--- config.mk ---
export PLATFORM = sky130hd
export DESIGN_NAME = gan_io_controller
export DESIGN_NICKNAME = d
export VERILOG_FILES = /design/src/rtl/gan_io_controller.sv
export SDC_FILE = /design/constraint.sdc
export NUM_CORES = 1
export LEC_CHECK = 0
export BUFFER_PORTS_ARGS = -buffer_cell sky130_fd_sc_hd__buf_2
export CELL_PAD_IN_SITES_DETAIL_PLACEMENT = 1
export CELL_PAD_IN_SITES_GLOBAL_PLACEMENT = 2
export CORE_MARGIN = 4
export CORE_UTILIZATION = 33
export DETAILED_ROUTE_END_ITERATION = 6
export PLACE_DENSITY = 0.76
export SLEW_MARGIN = 20
export SYNTH_ARGS = -nofsm -noshare
export SYNTH_HDL_FRONTEND = slang
export SYNTH_SLANG_ARGS = --single-unit
--- constraint.sdc ---
create_clock -name clk -period 1.8 [get_ports clk]
set_input_delay 0.09 -clock clk [delete_from_list [all_inputs] [get_ports clk]]
set_output_delay 0.09 -clock clk [all_outputs]
set_load 0.02 [all_outputs]
--- src/rtl/gan_io_controller.sv ---
// gan_io_controller
// Serial-to-parallel front end and parallel-to-serial back end for the
// combinational GAN datapath. Input words stream into a register bank that
// drives the datapath's parallel inputs. After a fixed settle time the four
// results are captured and returned as a 4-beat valid/ready stream.
module gan_io_controller #(
    parameter int N_WORDS = 77,  // words per frame, fixed by the datapath
    parameter int DW      = 6,   // signed input word width
    parameter int OW      = 32,  // signed result width
    parameter int SETTLE  = 2    // settle cycles before capture, 1..15
) (
    input  logic                  clk,
    input  logic                  rst_n,
    input  logic                  in_valid,
    output logic                  in_ready,
    input  logic [DW-1:0]         in_data,
    input  logic                  in_last,
    output logic [N_WORDS*DW-1:0] params,
    input  logic [4*OW-1:0]       f_in,
    output logic                  out_valid,
    input  logic                  out_ready,
    output logic [OW-1:0]         out_data,
    output logic                  out_last,
    output logic                  err
);

    localparam int             IW          = $clog2(N_WORDS);
    localparam logic [IW-1:0]  LAST_IDX    = IW'(N_WORDS - 1);
    localparam logic [3:0]     SETTLE_LAST = 4'(SETTLE - 1);
    localparam logic [1:0]     LAST_BEAT   = 2'd3;

    typedef enum logic [1:0] {
        S_LOAD,
        S_SETTLE,
        S_SEND
    } state_t;

    state_t                  state;
    state_t                  state_nxt;

    logic [IW-1:0]           idx;         // next bank slot to be written
    logic [3:0]              settle_cnt;  // cycles spent in SETTLE so far
    logic [1:0]              beat;        // result beat currently presented
    logic [N_WORDS*DW-1:0]   bank;        // parameter register bank
    logic [4*OW-1:0]         res_buf;     // captured datapath results
    logic                    err_q;

    logic                    in_fire;
    logic                    out_fire;
    logic                    at_end;
    logic                    frame_ok;
    logic                    frame_bad;
    logic                    settle_done;

    // Handshake and framing qualifiers shared by the FSM and the datapath
    always_comb begin
        in_fire     = in_valid && in_ready;
        out_fire    = out_valid && out_ready;
        at_end      = (idx == LAST_IDX);
        // A frame is good only when in_last and the final slot coincide;
        // either one without the other is a framing error.
        frame_ok    = in_fire && in_last && at_end;
        frame_bad   = in_fire && (in_last != at_end);
        settle_done = (state == S_SETTLE) && (settle_cnt == SETTLE_LAST);
    end

    // State register
    // NOTE: sequential state is always assigned with <= so every flop samples
    // the pre-edge values regardless of the order blocks are evaluated in.
    always_ff @(posedge clk or negedge rst_n) begin
        if (!rst_n) begin
            state <= S_LOAD;
        end else begin
            state <= state_nxt;
        end
    end

    // Next-state logic: LOAD -> SETTLE -> SEND -> LOAD
    // NOTE: the default assignment at the top keeps this block free of latches
    // on paths where no case branch assigns state_nxt.
    always_comb begin
        state_nxt = state;
        unique case (state)
            S_LOAD: begin
                if (frame_ok) begin
                    state_nxt = S_SETTLE;
                end
            end
            S_SETTLE: begin
                if (settle_done) begin
                    state_nxt = S_SEND;
                end
            end
            S_SEND: begin
                if (out_fire && (beat == LAST_BEAT)) begin
                    state_nxt = S_LOAD;
                end
            end
            default: state_nxt = S_LOAD;
        endcase
    end

    // Output decode: handshakes and the beat mux over the result buffer
    always_comb begin
        in_ready  = (state == S_LOAD);
        out_valid = (state == S_SEND);
        out_last  = (state == S_SEND) && (beat == LAST_BEAT);
        out_data  = '0;
        if (state == S_SEND) begin
            unique case (beat)
                2'd0:    out_data = res_buf[0*OW +: OW];
                2'd1:    out_data = res_buf[1*OW +: OW];
                2'd2:    out_data = res_buf[2*OW +: OW];
                default: out_data = res_buf[3*OW +: OW];
            endcase
        end
    end

    // Write index: advances per accepted word, rewinds on any frame boundary
    always_ff @(posedge clk or negedge rst_n) begin
        if (!rst_n) begin
            idx <= '0;
        end else if (in_fire) begin
            if (in_last || at_end) begin
                idx <= '0;
            end else begin
                idx <= idx + IW'(1);
            end
        end
    end

    // Framing error pulse, one cycle after the offending acceptance
    always_ff @(posedge clk or negedge rst_n) begin
        if (!rst_n) begin
            err_q <= 1'b0;
        end else begin
            err_q <= frame_bad;
        end
    end

    // Parameter bank: the accepted word lands at the slot idx points to.
    // Words are stored bit-exact; an error never clears earlier words.
    // NOTE: this bank is an ordinary register array, not a RAM, and it feeds
    // the datapath directly, so it is reset to give the datapath known inputs.
    always_ff @(posedge clk or negedge rst_n) begin
        if (!rst_n) begin
            bank <= '0;
        end else if (in_fire) begin
            for (int k = 0; k < N_WORDS; k++) begin
                if (idx == IW'(k)) begin
                    bank[k*DW +: DW] <= in_data;
                end
            end
        end
    end

    // Settle counter: runs only while in SETTLE, cleared otherwise
    always_ff @(posedge clk or negedge rst_n) begin
        if (!rst_n) begin
            settle_cnt <= '0;
        end else if (state == S_SETTLE) begin
            settle_cnt <= settle_cnt + 4'd1;
        end else begin
            settle_cnt <= '0;
        end
    end

    // Result capture at the end of the last settle cycle; later f_in changes
    // do not disturb the beats being returned.
    always_ff @(posedge clk or negedge rst_n) begin
        if (!rst_n) begin
            res_buf <= '0;
        end else if (settle_done) begin
            res_buf <= f_in;
        end
    end

    // Beat index: advances on each accepted beat, parked at 0 outside SEND
    always_ff @(posedge clk or negedge rst_n) begin
        if (!rst_n) begin
            beat <= '0;
        end else if (state != S_SEND) begin
            beat <= '0;
        end else if (out_fire) begin
            beat <= beat + 2'd1;
        end
    end

    assign params = bank;
    assign err    = err_q;

endmodule

---- Word level (Yosys, flattened, before mapping) ----
Index checks and enable logic that the tools add are counted.
operators by class
  add/subtract/negate cells ............... 3
  eq/ne operators ......................... 87
  muxes and demuxes ....................... 10
  reduce and logical (&&, ||, !) cells .... 91
operator list
  kind                   number
  $eq A7 B6 Y1 const B   32
  $reduce_and A2 Y1      77
  $eq A7 B5 Y1 const B   16
  $pmux W32 S3           1
  $eq A7 B7 Y1 const B   13
  $eq A7 B4 Y1 const B   8
  $mux W32               1
  $eq A7 B3 Y1 const B   4
  $eq A7 B2 Y1 const B   2
  $mux W2                5
  $logic_and A1 B1 Y1    8
  $add A7 B1 Y7 const B  1
  $eq A7 B1 Y1 const B   1
  $logic_not A7 Y1       1
  $mux W7                1
  $eq A2 B2 Y1 const B   3
  $pmux W2 S3            1
  $add A4 B1 Y4 const B  1
  $eq A2 B1 Y1 const B   2
  $eq A4 B1 Y1 const B   1
  $logic_not A2 Y1       2
  $mux W4                1
  $ne A2 B1 Y1 const B   2
  $ne A2 B2 Y1 const B   2
  other kinds (5)        5
word-level totals
  register bits ........................... 606
  input bits .............................. 139
  output and inout port bits .............. 498
  logic and storage cells ................. 274

---- Longest topological paths before layout ----
Gate-level depths: netlist of run 1.
  word-level depth ........................ 6
  depth in mapped cells ................... 8
  gate-level depth less buffers ........... 7

---- Worst setup path after synthesis of run 1 ----
No wires, ideal clock.
  path kind ............................... flip-flop to flip-flop
  start point ............................. register idx[0]
  end point ............................... register bank[0], in the netlist params[0]
  setup time .............................. 128 ps
  data arrival time ....................... 1746 ps
  data required time ...................... 1672 ps
  setup slack ............................. -73 ps
  stages on the path, launching flop included .. 7
  path buffers ............................ 1
  clock period less this slack ............ 1873 ps
  cells stage by stage .................... dfrtp_1 -> inv_1 -> ha_1 -> nor2b_1 -> buf_2 -> nand3_1 -> mux2_1
on the way
  longest elaborated chain between the ends .. 2
RTL lines
  element                        line  text
  start, declared                41    logic [IW-1:0] idx;
  start signal, assigned         127   idx <= idx + IW'(1);
  $logic_not A7 Y1               150   if (idx == IW'(k)) begin
  $reduce_and A2 Y1 (no line)    --
  end signal, assigned by index  151   bank[k*DW +: DW] <= in_data;
  end, declared                  44    logic [N_WORDS*DW-1:0] bank;
Every way passes these cells.
A chain may end at the register's enable or synchronous reset.

---- Final worst setup path of run 1 ----
  start point ............................. register beat[0]
  end point ............................... output port out_data[9]
on the way
  longest elaborated chain between the ends .. 3
  elaborated cells on any way between the ends .. 5
  classes of those cells .................. eq/ne: 2; mux: 2; reduce/logical: 1
RTL lines
  element                               line  text
  start, declared                       43    logic [1:0] beat;
  start signal, assigned                185   beat <= beat + 2'd1;
  $eq A2 B2 Y1 (tied with other cells)  110   unique case (beat)
  $pmux W32 S3 (*)                      110
  $mux W32 (*)                          109   if (state == S_SEND) begin
  end, declared                         22    output logic [OW-1:0] out_data,
Every way passes the cells marked *; elsewhere a longest branch is shown, timed or not.

==> qor.yml, run 1 <==
logic_synthesis:
  ys_seq_elements: 606
  syn_area_per_cell_sq_um: 15.43
  synth_flop_cell: "dfrtp_1"
  ys_top_cells_by_area: "dfrtp_1, mux2_2, a222oi_1"
  synth_edf_count: 0
  syn_nets: 1723
  ys_top_cells_by_count: "dfrtp_1, mux2_2, clkbuf_1"
  ys_warn_count: 0
  netlist_area_sq_um: 24260
  synth_top_cell_area_share_pct: 62.51
  synth_seq_area_share_pct: 62.51
  async_reset_ff_share_pct: 100.0
  netlist_instances: 1572
  yosysMostFrequentCell: "dfrtp_1"
  synth_top_area_cell: "dfrtp_1"
  ys_types: 46
sta:
  clock.fmax_mhz: 404.5
  hold_viol: 0
  setup_viol: 70
  setup_ws_ns: -0.6721
  worst_pin_slew_ns: 0.5410
  fin_crit_ns: 2.472
  maxSlewViolCount: 0
  fin_worst_skew_ns: 0.03154
  slew_headroom_pct: 63.93
  hold_ws_ns: 0.0003986
  period_share_pct: 137.3
  grt_setup_unrepaired: "true"
grt:
  grt_use_met1_pct: 27.32
  grt_usage_pct: 23.17
  overflow: 0
  antenna_found_initial: 3
  grtUsageMet3_pct: 5.828
  grt_pass1_vias: 19870
  busiest_layer: "met2"
  grtUsageMet2_pct: 41.63
  grt_max_degree: 78
  grt_pass1_wl_mm: 136.8
clock_network:
  clk-insertion-delay-late_ns: 0.61
  clkTransAtPathRegs_ns: 0.06
  ctsRootBufferMaster: "clkbuf_16"
  cts.htree.levels: 3
  cts_tree: "yes"
  cts_made_buffers: 68
  cts_sinks: 606
  clock_path_buffers: 3
floorplanning:
  die-area_sq_um: 77920
  initial_core_util_pct: 33.25
  pin_count: 637
  die_y_um: 279.1
  fp.dieW_um: 279.1
  rows: 99
  core_area_sq_um: 72960
critical_path:
  critical_path_class: "reg -> out"
  worstPathArrival_ns: 2.38
  critPathMaxFanout: 7
  worst_ep_required_time_ns: 1.71
  worst_setup_path_start_kind: "register"
  path_cells: "inv_2 -> ha_4 -> buf_12 -> a222oi_1 -> nand2_1 -> o211a_1 -> buf_6"
  cp_top_family: "compound AO/OA/AOI/OAI gates"
  slowest_delay_ns: 0.43
  critPathBufInv: 3
  crit_path_end_kind: "output pin"
  slowest_stage: "a222oi_1"
pwr:
  p_int_mw: 26.73
  comb_power_share_pct: 24.0
  peakVddDrop_mv: 0.6422
  p_leak_nw: 18.99
  power_mw: 38.36
  p_sw_mw: 11.63
  switching_share_pct: 30.31
  pwr-share-seq_pct: 38.3
  p_per_area_nw_per_um2: 1065
  power_frac_clock_pct: 37.7
detailed_routing:
  routed_wl_mm: 96.14
  vias: 17950
  drc_errors: 0
  firstDrtPassIters: 5
  ant_nets: 0
  drt-wirelength-per-cell_um: 27.34
  via_per_inst: 5.103
  drt_iter0_drc: 966
run:
  drv_cap: 0
placement:
  dpl.hpwl_mm: 63.60
  io_buffers: 636
  routabilityCongestion: 0.8091
  place_inst: 3220
layout:
  fill_cells: 7305
  fin_cells: 3517
  drive_above_1_share_pct: 64.41
  final_nets: 2657
  area.growth.synth_to_final_pct: 48.45
  final_util_pct: 49.36
hold_path:
  hold_class: "in -> async"
outcome:
  violations: "negative setup slack"
  status: "finished, violations left"
-- kinds of logic after synthesis --
kind of cell               after synthesis  synth area share, %
buffers and inverters                  114                1.944
and+or+nand+nor                        167                4.363
DFF                                    606                62.51
adders and majority gates               12               0.6189
muxes                                  592                27.47
xor gates and xnor gates                 3               0.1083
AOI/OAI and AO/OA                       78                2.986
-- state kept, by name, indices dropped and copies added, names as in the netlist --
name        flops
beat            2
settle_cnt      4
res_buf       128
state           2
params        462
err             1
idx             7
-- path summary, 6_finish.rpt --
| path | from | to | slack [ns] | cells past startpoint |
|---|---|---|---|---|
| setup reg to reg | idx[4] | params[456] | -0.07 | 5 |
| max in group asynchronous | rst_n | params[269] | 0.83 | 4 |
| hold / removal | rst_n | params[391] | 0.0004 | 2 |
| min in group clk | in_data[1] | params[217] | 0.07 | 2 |
| hold reg to reg | params[250] | params[250] | 0.49 | 1 |
| setup / recovery | beat[0] | out_data[9] | -0.67 | 7 |
-- per-stage QoR --
| stage | setup TNS (ns) | cell area (sq um) | setup WS [ns] |
|---|---|---|---|
| detailed placement | -21.54 | 30070 | -0.1744 |
| global route | -30.28 | 36010 | -0.7676 |
| finish | -18.73 | 36010 | -0.6721 |
| CTS | -19.36 | 34870 | -0.6302 |
| floorplan | -0.2123 | 24280 | -0.01179 |
| global placement | -10.62 | 30070 | -0.1562 |
-- area by class of cell --
class,count,area [sq um],share of cell area [%]
diodes,1,2.502,0.006949
clock buffers,98,2017,5.601
clock inverters,23,324.1,0.8998
inverters,10,55.05,0.1529
multi-input cells,852,9957,27.65
flip-flops and latches,606,15180,42.14
well taps,959,1200,3.332
repair buffers,968,7281,20.22
-- cells in the final DEF, fill, tap and decap left out, drive strengths merged, types with 2 or more instances in the layout --
cell type    instances
clkbuf             106
dlygate4sd3        133
nand2               44
nor4b                2
nor2b                6
nand3               62
nor3b                3
or3                  3
and4bb               3
clkinv              16
xnor2                2
mux2i                2
nor2                10
a21oi                4
nand2b               5
dfrtp              606
bufinv               5
or3b                 3
o31ai                3
nor3                16
a222oi              32
ha                  12
o211a               32
mux2               590
buf                827
inv                 12
o21ai                5
nand4b               2
-- worst reg2reg max path, cell delays in order, from the launching register on --
cell and delay [ns]:
dfrtp_2 0.46, buf_12 0.15, nor3b_4 0.25, nor4b_4 0.36, buf_6 0.21, mux2_4 0.31
-- routing by layer --
metal,routed length (um),vias to the layer above
met5,27,-
met4,3602,4
met3,6180,171
met2,49930,624
met1,36400,9566
li1,-,7582
-- power by group through the flow --
stage               clock network (mW)  registers (mW)  logic (mW)
detailed placement                   0            14.9        6.81
floorplan                            0            15.3        3.00
global route                      15.4            14.7        9.66
finish                            14.4            14.7        9.22
global placement                     0            14.8        6.71
CTS                               14.7            14.6        8.33
-- what timing repair did --
| action | in CTS | in global routing |
|---|---|---|
| setup buffers | 24 | 22 |
| setup endpoints to repair | 441 | 445 |
| gates resized for setup | 173 | 250 |
| hold buffers | 133 | 0 |
| cloned | 6 | 9 |
| hold endpoints to repair | 426 | 0 |
| pin swaps | 31 | 60 |
(Power assumes the default switching activity.)
==> run 2: changes to the inputs <==
- HOLD_SLACK_MARGIN: unset -> 0.06
- REMOVE_ABC_BUFFERS: unset -> 1
==> run 2 against run 1 <==
Compared with the run above:
- the run still ends with negative setup slack left
- register-to-register slack worse by 0.15 ns
- sequential power hardly changed
- global-route usage is 0.34 points higher
- die area stayed put
- final cell count is 1.3% higher
- clock-buffer cell count is 2 lower
- clock skew is 0.011 ns lower
- critical endpoint is now out_data[25]
==> qor.yml, run 2 (synthesis gave the netlist of run 1 again) <==
outcome:
  status: "finished, violations left"
  violations: "negative setup slack"
grt:
  busiest_layer: "met2"
  antenna_found_initial: 0  # -3
  grtUsageMet2_pct: 42.11  # +0.49 points
  grt_pass1_vias: 20150  # +1.4%
  grt_usage_pct: 23.51  # +0.34 points
  overflow: 0  # unchanged
  grt_pass1_wl_mm: 138.3  # +1.1%
  grtUsageMet3_pct: 5.819  # -0.0084 points
  grt_max_degree: 78  # unchanged
  grt_use_met1_pct: 27.85  # +0.53 points
detailed_routing:
  via_per_inst: 5.072  # -0.60%
  vias: 18080  # +0.72%
  routed_wl_mm: 98.25  # +2.2%
  ant_nets: 0  # unchanged
  drt-wirelength-per-cell_um: 27.57  # +0.84%
  firstDrtPassIters: 7  # +2
  drc_errors: 0  # unchanged
  drt_iter0_drc: 886  # -8.3%
sta:
  setup_viol: 294  # +320%
  period_share_pct: 141.8  # +4.5 points
  grt_setup_unrepaired: "true"
  hold_viol: 0  # unchanged
  fin_crit_ns: 2.553  # +0.08047 ns
  worst_pin_slew_ns: 0.6309  # +0.08990 ns
  tns_ns: -36.55  # -17.82 ns
  maxSlewViolCount: 0  # unchanged
  slew_headroom_pct: 57.94  # -6.0 points
  clock.fmax_mhz: 391.8  # -3.2%
  fin_worst_skew_ns: 0.02086  # -0.01068 ns
  setup_ws_ns: -0.7525  # -0.08047 ns
hold_path:
  hold_class: "in -> reg"
  whs_path_depth: 2
  min-delay-start: "in_data[4]"
floorplanning:
  die-area_sq_um: 77920  # unchanged
  rows: 99  # unchanged
  core_area_sq_um: 72960  # unchanged
  initial_core_util_pct: 33.25  # unchanged
  die_y_um: 279.1  # unchanged
  fp.dieW_um: 279.1  # unchanged
  pin_count: 637  # unchanged
critical_path:
  worst_ep_required_time_ns: 1.71  # about the same
  crit_path_end_kind: "output pin"
  cp-startpoint: "beat[0]"
  cpMostUsedCell: "buf_6"
  rr_worst_depth: 8  # +3
  path_cells: "buf_6 -> ha_4 -> buf_6 -> buf_16 -> a222oi_1 -> nand2_1 -> o211a_1 -> buf_6"
  critPathMaxFanout: 7  # unchanged
  slowest_stage: "dfrtp_1"
  worstPathArrival_ns: 2.46  # +0.08 ns
  slowest_delay_ns: 0.42  # about the same
  worst_setup_path_start_kind: "register"
  critical_path_class: "reg -> out"
  r2r-start: "idx[0]"
clock_network:
  cts.htree.levels: 3  # unchanged
  clock_path_buffers: 3  # unchanged
  clkTransAtPathRegs_ns: 0.06  # about the same
  ctsRootBufferMaster: "clkbuf_16"
  cts_sinks: 606  # unchanged
  clk-insertion-delay-late_ns: 0.61  # about the same
  cts_tree: "yes"
  cts_made_buffers: 69  # +1.5%
pwr:
  power_frac_clock_pct: 36.8  # -0.9 points
  p_sw_mw: 12.13  # +4.3%
  peakVddDrop_mv: 0.7967  # +24%
  p_leak_nw: 19.58  # +3.1%
  pwr-share-seq_pct: 36.9  # -1.4 points
  comb_power_share_pct: 26.4  # +2.4 points
  p_per_area_nw_per_um2: 1075  # +0.95%
  switching_share_pct: 30.55  # +0.23 points
  p_int_mw: 27.59  # +3.2%
layout:
  layout_common_cells: "dfrtp_1, buf_2, mux2_2"
  num_antenna_cells: 0  # -1
  final_nets: 2703  # +1.7%
  multi_input_area_sq_um: 10190  # +2.3%
  seqCellArea_sq_um: 15170  # about the same
  fill_cells: 7210  # -1.3%
  drive_above_1_share_pct: 65.57  # +1.2 points
  final_util_pct: 50.63  # +1.3 points
  largest_register_ffs: 462  # unchanged
  fin_area_sq_um: 36940  # +2.6%
  fin_cells: 3564  # +1.3%
  area.growth.synth_to_final_pct: 52.27
run:
  drv_cap: 0  # unchanged
placement:
  routabilityCongestion: 0.8227  # +1.7%
  place_area_sq_um: 30100  # about the same
  pre_cts_slack_ns: -0.7643  # -0.5900 ns
  io_buffers: 636  # unchanged
  dpl.hpwl_mm: 59.40  # -6.6%
  place_inst: 3224  # +0.12%
[run 2: changes by cell type in the layout (fill, tap and decap cells not counted), moves of 10 or more]
cell,before,now
mux2_4,107,180
mux2_2,466,404
buf_6,77,117
buf_2,614,600
nand3_4,48,36
mux2_1,17,6
nand3_2,11,21
[run 2: final timing paths]
| check | end | slack (ns) |
|---|---|---|
| min reg2reg | params[459] | 0.49 |
| min in group asynchronous | params[120] | 0.21 |
| max | out_data[25] | -0.75 |
| max in group asynchronous | res_buf[88] | 0.93 |
| min | params[358] | 0.10 |
| max reg2reg | params[380] | -0.22 |
[run 2: critical path: cells and delay by family (launching register included)]
kind	cells	cell delay, ns
adders and majority gates	1	0.19
and+or+nand+nor	1	0.14
DFF	1	0.42
buffers and inverters	4	0.58
AOI/OAI and AO/OA	2	0.53
[run 2: area by class of cell]
| class | count | area share [%] |
|---|---|---|
| Timing Repair Buffer | 1012 | 21.60 |
| Sequential cell | 606 | 41.07 |
| Clock buffer | 96 | 5.250 |
| Multi-Input combinational cell | 853 | 27.59 |
| Tap cell | 959 | 3.248 |
| Inverter | 10 | 0.1490 |
| Clock inverter | 28 | 1.094 |
[run 2: what timing repair did]
item | 4_1_cts | 5_1_grt
setup endpoints to repair | 553 | 501
setup buffers | 52 | 38
gates cloned | 13 | 10
gates resized for setup | 288 | 274
pin swaps | 79 | 61
endpoints found under the hold margin | 652 | 0
hold buffers | 133 | 0
[run 2: through the flow]
| stage | power [mW] | hold slack (ns) |
|---|---|---|
| final | 39.72 | 0.1041 |
| after global routing | 41.19 | 0.08411 |
| after CTS | 39.26 | 0.06842 |
| after detailed placement | 21.87 | 0.02567 |
| after global placement | 21.76 | 0.02383 |
| after floorplan | 18.04 | -0.2056 |
[run 2: power by group through the flow]
stage	logic [mW]	clock network, mW	registers [mW]
final	10.5	14.6	14.6
after global routing	11.0	15.5	14.7
after CTS	9.76	14.9	14.6
after detailed placement	7.00	0	14.9
after global placement	6.93	0	14.8
after floorplan	2.73	0	15.3
[run 2: layer usage]
metal / up-vias / share of wire (%)
met5: - / 0
met4: 0 / 3.2
met3: 150 / 6.6
met2: 656 / 52
met1: 9575 / 39
li1: 7696 / -
==> run 3: changes to the inputs <==
- SKIP_CTS_REPAIR_TIMING: unset -> 1
==> run 3 against run 2 <==
Compared with the run above:
- the flow still finishes with violations (negative setup slack)
- global-route usage shrank 2.6 points
- fmax fell by 3.2%
- total power down 2.0%
- worst hold slack lost 0.0056 ns
- sequential share of layout area rose by 0.64 points
- register-to-register slack about the same
- first-iteration DRC count grew 8.6%
- critical path depth is the same
- clock skew up 0.0039 ns
- sequential power is essentially flat
- clock-buffer cell count is the same
- worst setup slack got worse by 0.084 ns
- critical path type unchanged
- highest routed layer unchanged
==> qor.yml, run 3 (synthesis gave the netlist of run 1 again) <==
clock_network:
  cts_sinks: 606  # unchanged
  ctsRootBufferMaster: "clkbuf_16"
  cts_tree: "yes"
  clkTransAtPathRegs_ns: 0.06  # about the same
  clk-insertion-delay-late_ns: 0.61  # about the same
  cts_made_buffers: 69  # unchanged
  clock_path_buffers: 3  # unchanged
  cts.htree.levels: 3  # unchanged
grt:
  grt_max_degree: 78  # unchanged
  overflow: 0  # unchanged
  antenna_found_initial: 3  # +3
  grt_pass1_wl_mm: 123.9  # -10%
  grt_pass1_vias: 18410  # -8.7%
  grt_usage_pct: 20.88  # -2.6 points
sta:
  maxSlewViolCount: 0  # unchanged
  tns_ns: -54.77  # -18.22 ns
  worst_pin_slew_ns: 0.6141  # -0.01682 ns
  hold_ws_ns: 0.09844  # -0.005621 ns
  grt_setup_unrepaired: "true"
  slew_headroom_pct: 59.06  # +1.1 points
  period_share_pct: 146.5  # +4.7 points
  setup_viol: 412  # +40%
  fin_crit_ns: 2.636  # +0.08389 ns
  hold_viol: 0  # unchanged
  fin_worst_skew_ns: 0.02475  # +0.003892 ns
  clock.fmax_mhz: 379.3  # -3.2%
  setup_ws_ns: -0.8364  # -0.08389 ns
pwr:
  p_per_area_nw_per_um2: 1070  # -0.49%
  peakVddDrop_mv: 0.6480  # -19%
  p_leak_nw: 19.26  # -1.7%
detailed_routing:
  routed-wl-met2_mm: 48.58  # -4.0%
  ant_nets: 0  # unchanged
  vias: 18050  # -0.15%
  firstDrtPassIters: 5  # -2
  drt-met1-wl_mm: 36.84  # -3.2%
  drt-wirelength-per-cell_um: 26.73  # -3.0%
  via_per_inst: 5.064  # -0.15%
  drc_errors: 0  # unchanged
  top_layer_used: "met4"
  routed_wl_mm: 95.28  # -3.0%
  drt_iter0_drc: 962  # +8.6%
  met3_length_mm: 6.756  # +4.6%
layout:
  layout_common_cells: "buf_2, dfrtp_1, mux2_2"
  fin_area_sq_um: 36370  # -1.5%
  fin_cells: 3564  # unchanged
  drive_above_1_share_pct: 64.81  # -0.76 points
  fill_cells: 7291  # +1.1%
  area.growth.synth_to_final_pct: 49.94
  final_nets: 2701  # -0.074%
  multi_input_area_sq_um: 9798  # -3.8%
  final_util_pct: 49.86  # -0.78 points
  final_common_cell: "buf_2"
  largest_register_ffs: 462  # unchanged
  seqCellArea_sq_um: 15170  # about the same
floorplanning:
  core_area_sq_um: 72960  # unchanged
  initial_core_util_pct: 33.25  # unchanged
  rows: 99  # unchanged
  fp.dieW_um: 279.1  # unchanged
  die_y_um: 279.1  # unchanged
  die-area_sq_um: 77920  # unchanged
  pin_count: 637  # unchanged
critical_path:
  critPathMaxFanout: 7  # unchanged
  path_cells: "inv_2 -> ha_4 -> buf_12 -> clkbuf_16 -> a222oi_1 -> nand2_1 -> o211a_4 -> buf_6"
  slowest_stage: "a222oi_1"
  worst_ep_required_time_ns: 1.71  # about the same
  worstPathArrival_ns: 2.55  # +0.09 ns
  crit_path_end_kind: "output pin"
  cp_top_family: "compound AO/OA/AOI/OAI gates"
  critPathBufInv: 4  # unchanged
  worst_setup_path_start_kind: "register"
  critical_path_class: "reg -> out"
  slowest_delay_ns: 0.46  # +0.04 ns
run:
  drv_cap: 0  # unchanged
placement:
  place_area_sq_um: 30100  # unchanged
  dpl.hpwl_mm: 59.40  # unchanged
  io_buffers: 636  # unchanged
  routabilityCongestion: 0.8227  # unchanged
  place_inst: 3224  # unchanged
outcome:
  violations: "negative setup slack"
  status: "finished, violations left"
hold_path:
  hold_class: "in -> reg"
run 3: changes by cell type in the layout (fill, tap and decap cells not counted), moves of 3 or more:
cell       delta
buf_8         -3
buf_16        -4
nand2_2       -3
mux2_2       +66
nand3_2       +7
mux2_4       -77
nand3_4       -9
clkbuf_16     +3
buf_6        -16
buf_2         +7
mux2_1       +11
buf_4        +13
nand2_1       +3
run 3: per-stage QoR:
stage | total power, mW | setup WS (ns)
floorplan | 18.04 | -3.922
global placement | 21.76 | -0.8900
detailed placement | 21.87 | -0.7643
CTS | 36.55 | -0.7717
global route | 40.41 | -0.9284
finish | 38.92 | -0.8364
run 3: cell type report:
class / instances / share of cell area [%]
tap: 959 / 3.299
clock buffer: 96 / 5.332
inverter: 10 / 0.1514
clock inverter: 28 / 1.111
multi-input combinational: 853 / 26.94
antenna: 2 / 0.01376
sequential: 606 / 41.72
timing repair buffer: 1010 / 21.44
run 3: metal layers:
metal / track usage, % / vias to the layer above
li1: - / 7674
met3: 6.313 / 160
met4: 5.550 / 0
met5: 0 / -
met1: 25.23 / 9553
met2: 36.40 / 662
run 3: power by group:
part | switching (mW) | internal [mW]
Combinational | 5.49 | 4.25
Sequential | 0.394 | 14.2
Clock | 5.92 | 8.63
run 3: path summary, 6_finish.rpt:
check / from / endpoint / slack [ns] / cells after the start
min reg2reg: params[250] / params[250] / 0.49 / 1
max: beat[0] / out_data[17] / -0.84 / 8
min in group asynchronous: rst_n / params[120] / 0.22 / 3
max in group asynchronous: rst_n / res_buf[36] / 0.93 / 3
max reg2reg: idx[0] / params[24] / -0.22 / 10
min: in_data[4] / params[262] / 0.1 / 2
